<file path="src/rtl/wb_bcd_counter_pkg.sv">
// Shared definitions for the Wishbone BCD counter: register word offsets,
// CTRL/STATUS bit positions, the BCD digit type and a digit-validity helper.
package wb_bcd_counter_pkg;

  typedef logic [3:0] bcd_t;

  // Word offsets within the 32-byte register window (byte address bits [4:2]).
  typedef enum logic [2:0] {
    REG_CTRL     = 3'd0,
    REG_LOAD     = 3'd1,
    REG_COUNT    = 3'd2,
    REG_STATUS   = 3'd3,
    REG_PRESCALE = 3'd4
  } reg_off_e;

  localparam int unsigned CTRL_RUN        = 0;
  localparam int unsigned CTRL_CLEAR      = 1;
  localparam int unsigned CTRL_IRQ_EN     = 2;
  localparam int unsigned CTRL_DOWN       = 3;

  localparam int unsigned STATUS_WRAP     = 0;
  localparam int unsigned STATUS_LOAD_ERR = 1;

  // True when every nibble of a four-digit value is a legal BCD digit.
  function automatic logic is_bcd16(input logic [15:0] v);
    logic ok;
    ok = 1'b1;
    for (int unsigned i = 0; i < 4; i++) begin
      if (v[4*i +: 4] > 4'd9) ok = 1'b0;
    end
    return ok;
  endfunction

endpackage

</file>
<file path="src/rtl/wb_bcd_counter_digit.sv">
// One decimal digit of the counter. Clear beats load, load beats count.
// Carry/borrow outputs are combinational so a whole chain ripples in one cycle.
module bcd_digit
  import wb_bcd_counter_pkg::*;
(
  input  logic clk_i,
  input  logic rst_ni,
  input  logic clr_i,
  input  logic load_i,
  input  bcd_t load_val_i,
  input  logic inc_i,
  input  logic dec_i,
  output bcd_t digit_o,
  output logic carry_o,
  output logic borrow_o
);

  bcd_t digit_q, digit_d;

  // Next digit value: clear, load, increment with 9->0, decrement with 0->9.
  always_comb begin
    digit_d = digit_q;
    if (clr_i) begin
      digit_d = '0;
    end else if (load_i) begin
      digit_d = load_val_i;
    end else if (inc_i) begin
      digit_d = (digit_q == 4'd9) ? 4'd0 : digit_q + 4'd1;
    end else if (dec_i) begin
      digit_d = (digit_q == 4'd0) ? 4'd9 : digit_q - 4'd1;
    end
  end

  // Digit register with synchronous active-low reset.
  always_ff @(posedge clk_i) begin
    if (!rst_ni) digit_q <= '0;
    else         digit_q <= digit_d;
  end

  assign digit_o  = digit_q;
  assign carry_o  = inc_i & (digit_q == 4'd9);
  assign borrow_o = dec_i & (digit_q == 4'd0);

endmodule

</file>
<file path="src/rtl/wb_bcd_counter.sv">
// Four-digit BCD counter with a Wishbone classic slave register window,
// programmable prescaler, wrap/load-error status and level interrupt.
// Optional feature: define WB_BCD_COUNTER_DOWN_EN to enable CTRL.DOWN
// (decrement mode, 0000 -> 9999 sets WRAP).
module wb_bcd_counter
  import wb_bcd_counter_pkg::*;
#(
  parameter logic [31:0] BASE_ADDR    = 32'h3000_0000,
  parameter logic [15:0] PRESCALE_RST = 16'd0
) (
  input  logic        wb_clk_i,
  input  logic        wb_rst_ni,
  input  logic        wbs_stb_i,
  input  logic        wbs_cyc_i,
  input  logic        wbs_we_i,
  input  logic [3:0]  wbs_sel_i,
  input  logic [31:0] wbs_adr_i,
  input  logic [31:0] wbs_dat_i,
  output logic        wbs_ack_o,
  output logic [31:0] wbs_dat_o,
  output logic [3:0]  units,
  output logic [3:0]  tens,
  output logic [3:0]  hundreds,
  output logic [3:0]  thousands,
  output logic        irq
);

  logic        ack_q, ack_d;
  logic [31:0] dat_q, dat_d;
  logic        run_q, run_d;
  logic        irq_en_q, irq_en_d;
  logic        wrap_q, wrap_d;
  logic        lerr_q, lerr_d;
  logic [15:0] prescale_q, prescale_d;
  logic [15:0] pcnt_q, pcnt_d;
  logic        down;

`ifdef WB_BCD_COUNTER_DOWN_EN
  logic down_q, down_d;
  assign down = down_q;
`else
  assign down = 1'b0;
`endif

  // Bus decode. A new request is accepted only while no ack is outstanding,
  // so a strobe held through its own ack cycle is not acknowledged twice.
  logic     hit, new_req, wr, rd;
  reg_off_e off;

  assign hit     = wbs_stb_i & wbs_cyc_i & (wbs_adr_i[31:5] == BASE_ADDR[31:5]);
  assign new_req = hit & ~ack_q;
  assign wr      = new_req & wbs_we_i;
  assign rd      = new_req & ~wbs_we_i;
  assign off     = reg_off_e'(wbs_adr_i[4:2]);

  logic ctrl_wr, load_wr, status_wr, presc_wr;
  assign ctrl_wr   = wr & (off == REG_CTRL) & wbs_sel_i[0];
  assign load_wr   = wr & (off == REG_LOAD) & (|wbs_sel_i[1:0]);
  assign status_wr = wr & (off == REG_STATUS) & wbs_sel_i[0];
  assign presc_wr  = wr & (off == REG_PRESCALE);

  // Counter datapath.
  bcd_t [3:0]  digit;
  logic [15:0] count;
  logic [15:0] load_val;
  logic [4:0]  cin, bin;
  logic        clear, load_ok, load_go, load_bad, load_en, tick, step, wrap_evt;

  assign count = digit;

  // Unselected LOAD byte lanes keep the digits currently held.
  assign load_val = {wbs_sel_i[1] ? wbs_dat_i[15:8] : count[15:8],
                     wbs_sel_i[0] ? wbs_dat_i[7:0]  : count[7:0]};
  assign load_ok  = is_bcd16(load_val);
  assign load_go  = load_wr & load_ok;
  assign load_bad = load_wr & ~load_ok;
  assign clear    = ctrl_wr & wbs_dat_i[CTRL_CLEAR];
  assign load_en  = load_go & ~clear;

  assign tick     = run_q & (pcnt_q == prescale_q);
  assign step     = tick & ~clear & ~load_go;
  assign cin[0]   = step & ~down;
  assign bin[0]   = step & down;
  assign wrap_evt = step & (down ? bin[4] : cin[4]);

  for (genvar g = 0; g < 4; g++) begin : g_digit
    bcd_digit u_digit (
      .clk_i      (wb_clk_i),
      .rst_ni     (wb_rst_ni),
      .clr_i      (clear),
      .load_i     (load_en),
      .load_val_i (load_val[4*g +: 4]),
      .inc_i      (cin[g]),
      .dec_i      (bin[g]),
      .digit_o    (digit[g]),
      .carry_o    (cin[g+1]),
      .borrow_o   (bin[g+1])
    );
  end

  // Read data multiplexer; write-only and unmapped offsets read as zero.
  logic [31:0] rdata;
  always_comb begin
    rdata = '0;
    case (off)
      REG_CTRL: begin
        rdata[CTRL_RUN]    = run_q;
        rdata[CTRL_IRQ_EN] = irq_en_q;
        rdata[CTRL_DOWN]   = down;
      end
      REG_COUNT:    rdata[15:0] = count;
      REG_STATUS: begin
        rdata[STATUS_WRAP]     = wrap_q;
        rdata[STATUS_LOAD_ERR] = lerr_q;
      end
      REG_PRESCALE: rdata[15:0] = prescale_q;
      default:      rdata = '0;
    endcase
  end

  // Next-state logic for bus, control, status and prescaler registers.
  always_comb begin
    ack_d      = new_req;
    dat_d      = rd ? rdata : '0;
    run_d      = run_q;
    irq_en_d   = irq_en_q;
    prescale_d = prescale_q;
`ifdef WB_BCD_COUNTER_DOWN_EN
    down_d     = down_q;
`endif
    if (ctrl_wr) begin
      run_d    = wbs_dat_i[CTRL_RUN];
      irq_en_d = wbs_dat_i[CTRL_IRQ_EN];
`ifdef WB_BCD_COUNTER_DOWN_EN
      down_d   = wbs_dat_i[CTRL_DOWN];
`endif
    end
    if (presc_wr && wbs_sel_i[0]) prescale_d[7:0]  = wbs_dat_i[7:0];
    if (presc_wr && wbs_sel_i[1]) prescale_d[15:8] = wbs_dat_i[15:8];

    // A W1C clear in the same cycle as a new wrap leaves WRAP set.
    wrap_d = (wrap_q & ~(status_wr & wbs_dat_i[STATUS_WRAP])) | wrap_evt;
    lerr_d = (lerr_q & ~(status_wr & wbs_dat_i[STATUS_LOAD_ERR])) | load_bad;

    pcnt_d = pcnt_q;
    if (clear || load_go) pcnt_d = '0;
    else if (run_q)       pcnt_d = tick ? '0 : pcnt_q + 16'd1;
  end

  // Register stage with synchronous active-low reset.
  always_ff @(posedge wb_clk_i) begin
    if (!wb_rst_ni) begin
      ack_q      <= 1'b0;
      dat_q      <= '0;
      run_q      <= 1'b0;
      irq_en_q   <= 1'b0;
      wrap_q     <= 1'b0;
      lerr_q     <= 1'b0;
      prescale_q <= PRESCALE_RST;
      pcnt_q     <= '0;
`ifdef WB_BCD_COUNTER_DOWN_EN
      down_q     <= 1'b0;
`endif
    end else begin
      ack_q      <= ack_d;
      dat_q      <= dat_d;
      run_q      <= run_d;
      irq_en_q   <= irq_en_d;
      wrap_q     <= wrap_d;
      lerr_q     <= lerr_d;
      prescale_q <= prescale_d;
      pcnt_q     <= pcnt_d;
`ifdef WB_BCD_COUNTER_DOWN_EN
      down_q     <= down_d;
`endif
    end
  end

  assign wbs_ack_o = ack_q;
  assign wbs_dat_o = dat_q;
  assign units     = digit[0];
  assign tens      = digit[1];
  assign hundreds  = digit[2];
  assign thousands = digit[3];
  assign irq       = wrap_q & irq_en_q;

  logic unused_bits;
  assign unused_bits = ^{wbs_dat_i[31:16], wbs_sel_i[3:2], wbs_adr_i[1:0]};

endmodule

</file>
<file path="config.mk">
export PLATFORM = sky130hd
export DESIGN_NAME = wb_bcd_counter
export DESIGN_NICKNAME = d
export VERILOG_FILES = /design/src/rtl/wb_bcd_counter_pkg.sv /design/src/rtl/wb_bcd_counter_digit.sv /design/src/rtl/wb_bcd_counter.sv
export SDC_FILE = /design/constraint.sdc
export NUM_CORES = 1
export LEC_CHECK = 0
export ABC_AREA = 1
export CORE_MARGIN = 10
export CORE_UTILIZATION = 29
export DETAILED_ROUTE_END_ITERATION = 10
export HOLD_SLACK_MARGIN = 0.06
export SLEW_MARGIN = 20
export SYNTH_ARGS = -nofsm -noshare
export SYNTH_HDL_FRONTEND = slang
export SYNTH_HIERARCHICAL = 1
export SYNTH_SLANG_ARGS = --single-unit
export TNS_END_PERCENT = 5
</file>
<file path="constraint.sdc">
create_clock -name wb_clk_i -period 4.8 [get_ports wb_clk_i]
set_input_delay 0.96 -clock wb_clk_i [delete_from_list [all_inputs] [get_ports wb_clk_i]]
set_output_delay 0.96 -clock wb_clk_i [all_outputs]
set_load 0.05 [all_outputs]
</file>
==> summary.md <==
| Metric | Value |
|---|---|
| Pre-CTS setup slack | `0.371 ns` |
| Post-CTS Setup Repair Bufs | `0` |
| Power per cell area | `255 mW/mm²` |
| FF/Latch Area | `0.00138 mm²` |
| Post-CTS Resized | `0` |
| H-tree depth | `3` |
| CTS tree | `built` |
| Setup TNS | `0 ns` |
| Die area | `0.0231 mm²` |
| Die height | `152 µm` |
| Fillers | `1932` |
| Routed WL per cell | `13.0 µm` |
| Largest net degree at the start of global routing | `18` |
| Status | `complete, no violations` |
| Number of hold-repair buffers added at the cts stage | `0` |
| Power, Total | `1.64 mW` |
| Initial core utilization | `29.4%` |
| Unrepaired setup endpoints after global routing | `false` |
| Final wirelength | `15400 µm` |
| Post-layout util | `37.3%` |
| IO buf count | `86` |
| Worst vdd ir | `0.134 mV` |
| Post-DP HPWL | `12300 µm` |
| Startpoint Class | `input pin` |
| Max-slew violations | `0` |
| Cell Area, Synth | `0.00505 mm²` |
| Gate Count Post-Synth | `860` |
| Worst-path clk slew | `0.06 ns` |
| Number of antenna diodes | `0` |
| Critical path capture point type | `register` |
| Antenna violations before repair | `0` |
| Total CTS buffers | `9` |
| Max_cap viols | `0` |
| Min Tclk post-route | `3.99 ns` |
| Rel. slew slack | `54.4%` |
| DR vias/cell | `4.50` |
| Crit-path cells | `clkdlybuf4s50_1, inv_1, nand2_1, nand2_1, nand2_1, nand2_1, nand2_1, nor2_2, nand2_1, nand2_1, nor2_1, inv_1, nor3_1, inv_1, nor3_1, inv_1, nor3_1, inv_1, nor3_1, nand4_1, a21oi_1` |
| Syn-to-layout area delta | `27.0%` |
| Final setup fails | `0` |
| Min-Delay Path Class | `register to register` |
| DRC | `0` |
| GR Util All Layers | `13.0%` |
| Max Freq | `0.250 GHz` |
| Hold Fails Final Rpt | `0` |
| Skew final | `0.00973 ns` |
| Final worst slack | `0.807 ns` |
| GP Congestion | `0.885` |
| CP required | `5.07 ns` |
| Critical path type | `input pin to register` |
| CTS Root Cell | `clkbuf_16` |
| Vias in the first global route | `4922` |
| Yosys warns | `6` |
| CTS Buffer Depth | `2` |
| Sink Count | `69` |
| CP Max Fanout | `10` |
| Final instance area | `0.00641 mm²` |
| First-pass GRT wire length | `25200 µm` |
| Tcrit/Tclk final | `83.2%` |
| GRT overflow | `0` |
| Worst-Skew Late Latency | `0.34 ns` |
| Slew @ Worst Pin | `0.682 ns` |
| Antenna Nets Post-Route | `0` |
| Core area | `0.0172 mm²` |
| Area of the multi-input gates | `0.00301 mm²` |
| Row count | `48` |
| Post-Place Cell Area | `0.00610 mm²` |
| Arrival @ worst endpoint | `4.27 ns` |
| Via count | `5318` |
| I/O pin count | `123` |
| Synth Area per Inst | `5.87 µm²` |
| CP max stage delay | `0.63 ns` |
| Layout Nets | `1026` |
| Most used cell, CP | `nand2_1` |
| Share of post-route cells with drive strength above 1 | `7.31%` |
| Slowest stage cell, crit path | `clkdlybuf4s50_1` |
| Die W | `152 µm` |
| Leakage Power | `2.84 nW` |
| TritonRoute pass-1 iters | `5` |
| 1st-iter DRT viols | `395` |
## metrics by stage
step,std cells,hold slack (ns)
after floorplan,878,0.439
after global placement,1166,0.465
after detailed placement,1166,0.466
after CTS,1182,0.475
after global routing,1182,0.495
final,1182,0.477
## power by group
group / internal (mW) / switching, mW / total, mW
clock: 0.444 / 0.251 / 0.695
sequential: 0.585 / 0.0333 / 0.618
combinational: 0.119 / 0.203 / 0.322
## final cells by class
type | instances | share of cell area (%)
Tap cell | 225 | 4.39
Clock buffer | 13 | 4.21
Inverter | 131 | 7.67
Sequential cell | 69 | 21.5
Multi-Input combinational cell | 645 | 46.9
Timing Repair Buffer | 96 | 14.6
Clock inverter | 3 | 0.663
## worst max-delay path: cells and delay by family
family	cells	cell delay, ns
AOI/OAI and AO/OA	1	0.13
buffers and inverters	6	1.29
and+or+nand+nor	14	1.88
## routing by layer
metal / wire length (µm) / vias to the layer above / GRT usage (%)
met2: 7540 / 106 / 22.2
li1: - / 2862 / -
met5: 0 / - / 0
met3: 667 / 17 / 2.77
met4: 283 / 0 / 4.03
met1: 6920 / 2333 / 16.0
## cell usage in the layout, fill, tap and decap left out, types with 6 or more instances in the layout
cell               n
nor3_1            30
xor2_1             7
nand3_1           59
inv_1            124
nand4_1           21
o21ai_0           25
clkbuf_16          9
nand2_1          264
buf_4             10
a21oi_1           39
inv_2              7
nor3b_1            6
clkdlybuf4s50_1   86
dfxtp_1           69
a21oi_2            8
nor3_2             8
conb_1            19
nor2_1           118
## registers in the layout, indices dropped and copies added, names as in the netlist
| name | count |
|---|---|
| g_digit.u_digit/digit_o | 16 |
| pcnt_q | 16 |
| prescale_q | 16 |
| wbs_dat_o | 16 |
| irq_en_q | 1 |
| lerr_q | 1 |
| run_q | 1 |
| wbs_ack_o | 1 |
| wrap_q | 1 |
## worst paths after layout
path	startpoint	endpoint	slack [ns]	cells after the start
min	irq_en_q$_SDFFE_PN0N_	irq_en_q$_SDFFE_PN0N_	0.48	2
max reg2reg	pcnt_q[7]$_SDFFE_PP0P_	wrap_q$_SDFF_PN0_	1.52	18
min reg2reg	irq_en_q$_SDFFE_PN0N_	irq_en_q$_SDFFE_PN0N_	0.48	2
max	wbs_sel_i[1]	wrap_q$_SDFF_PN0_	0.81	21
Note: power is estimated with default switching activity, not from simulation.
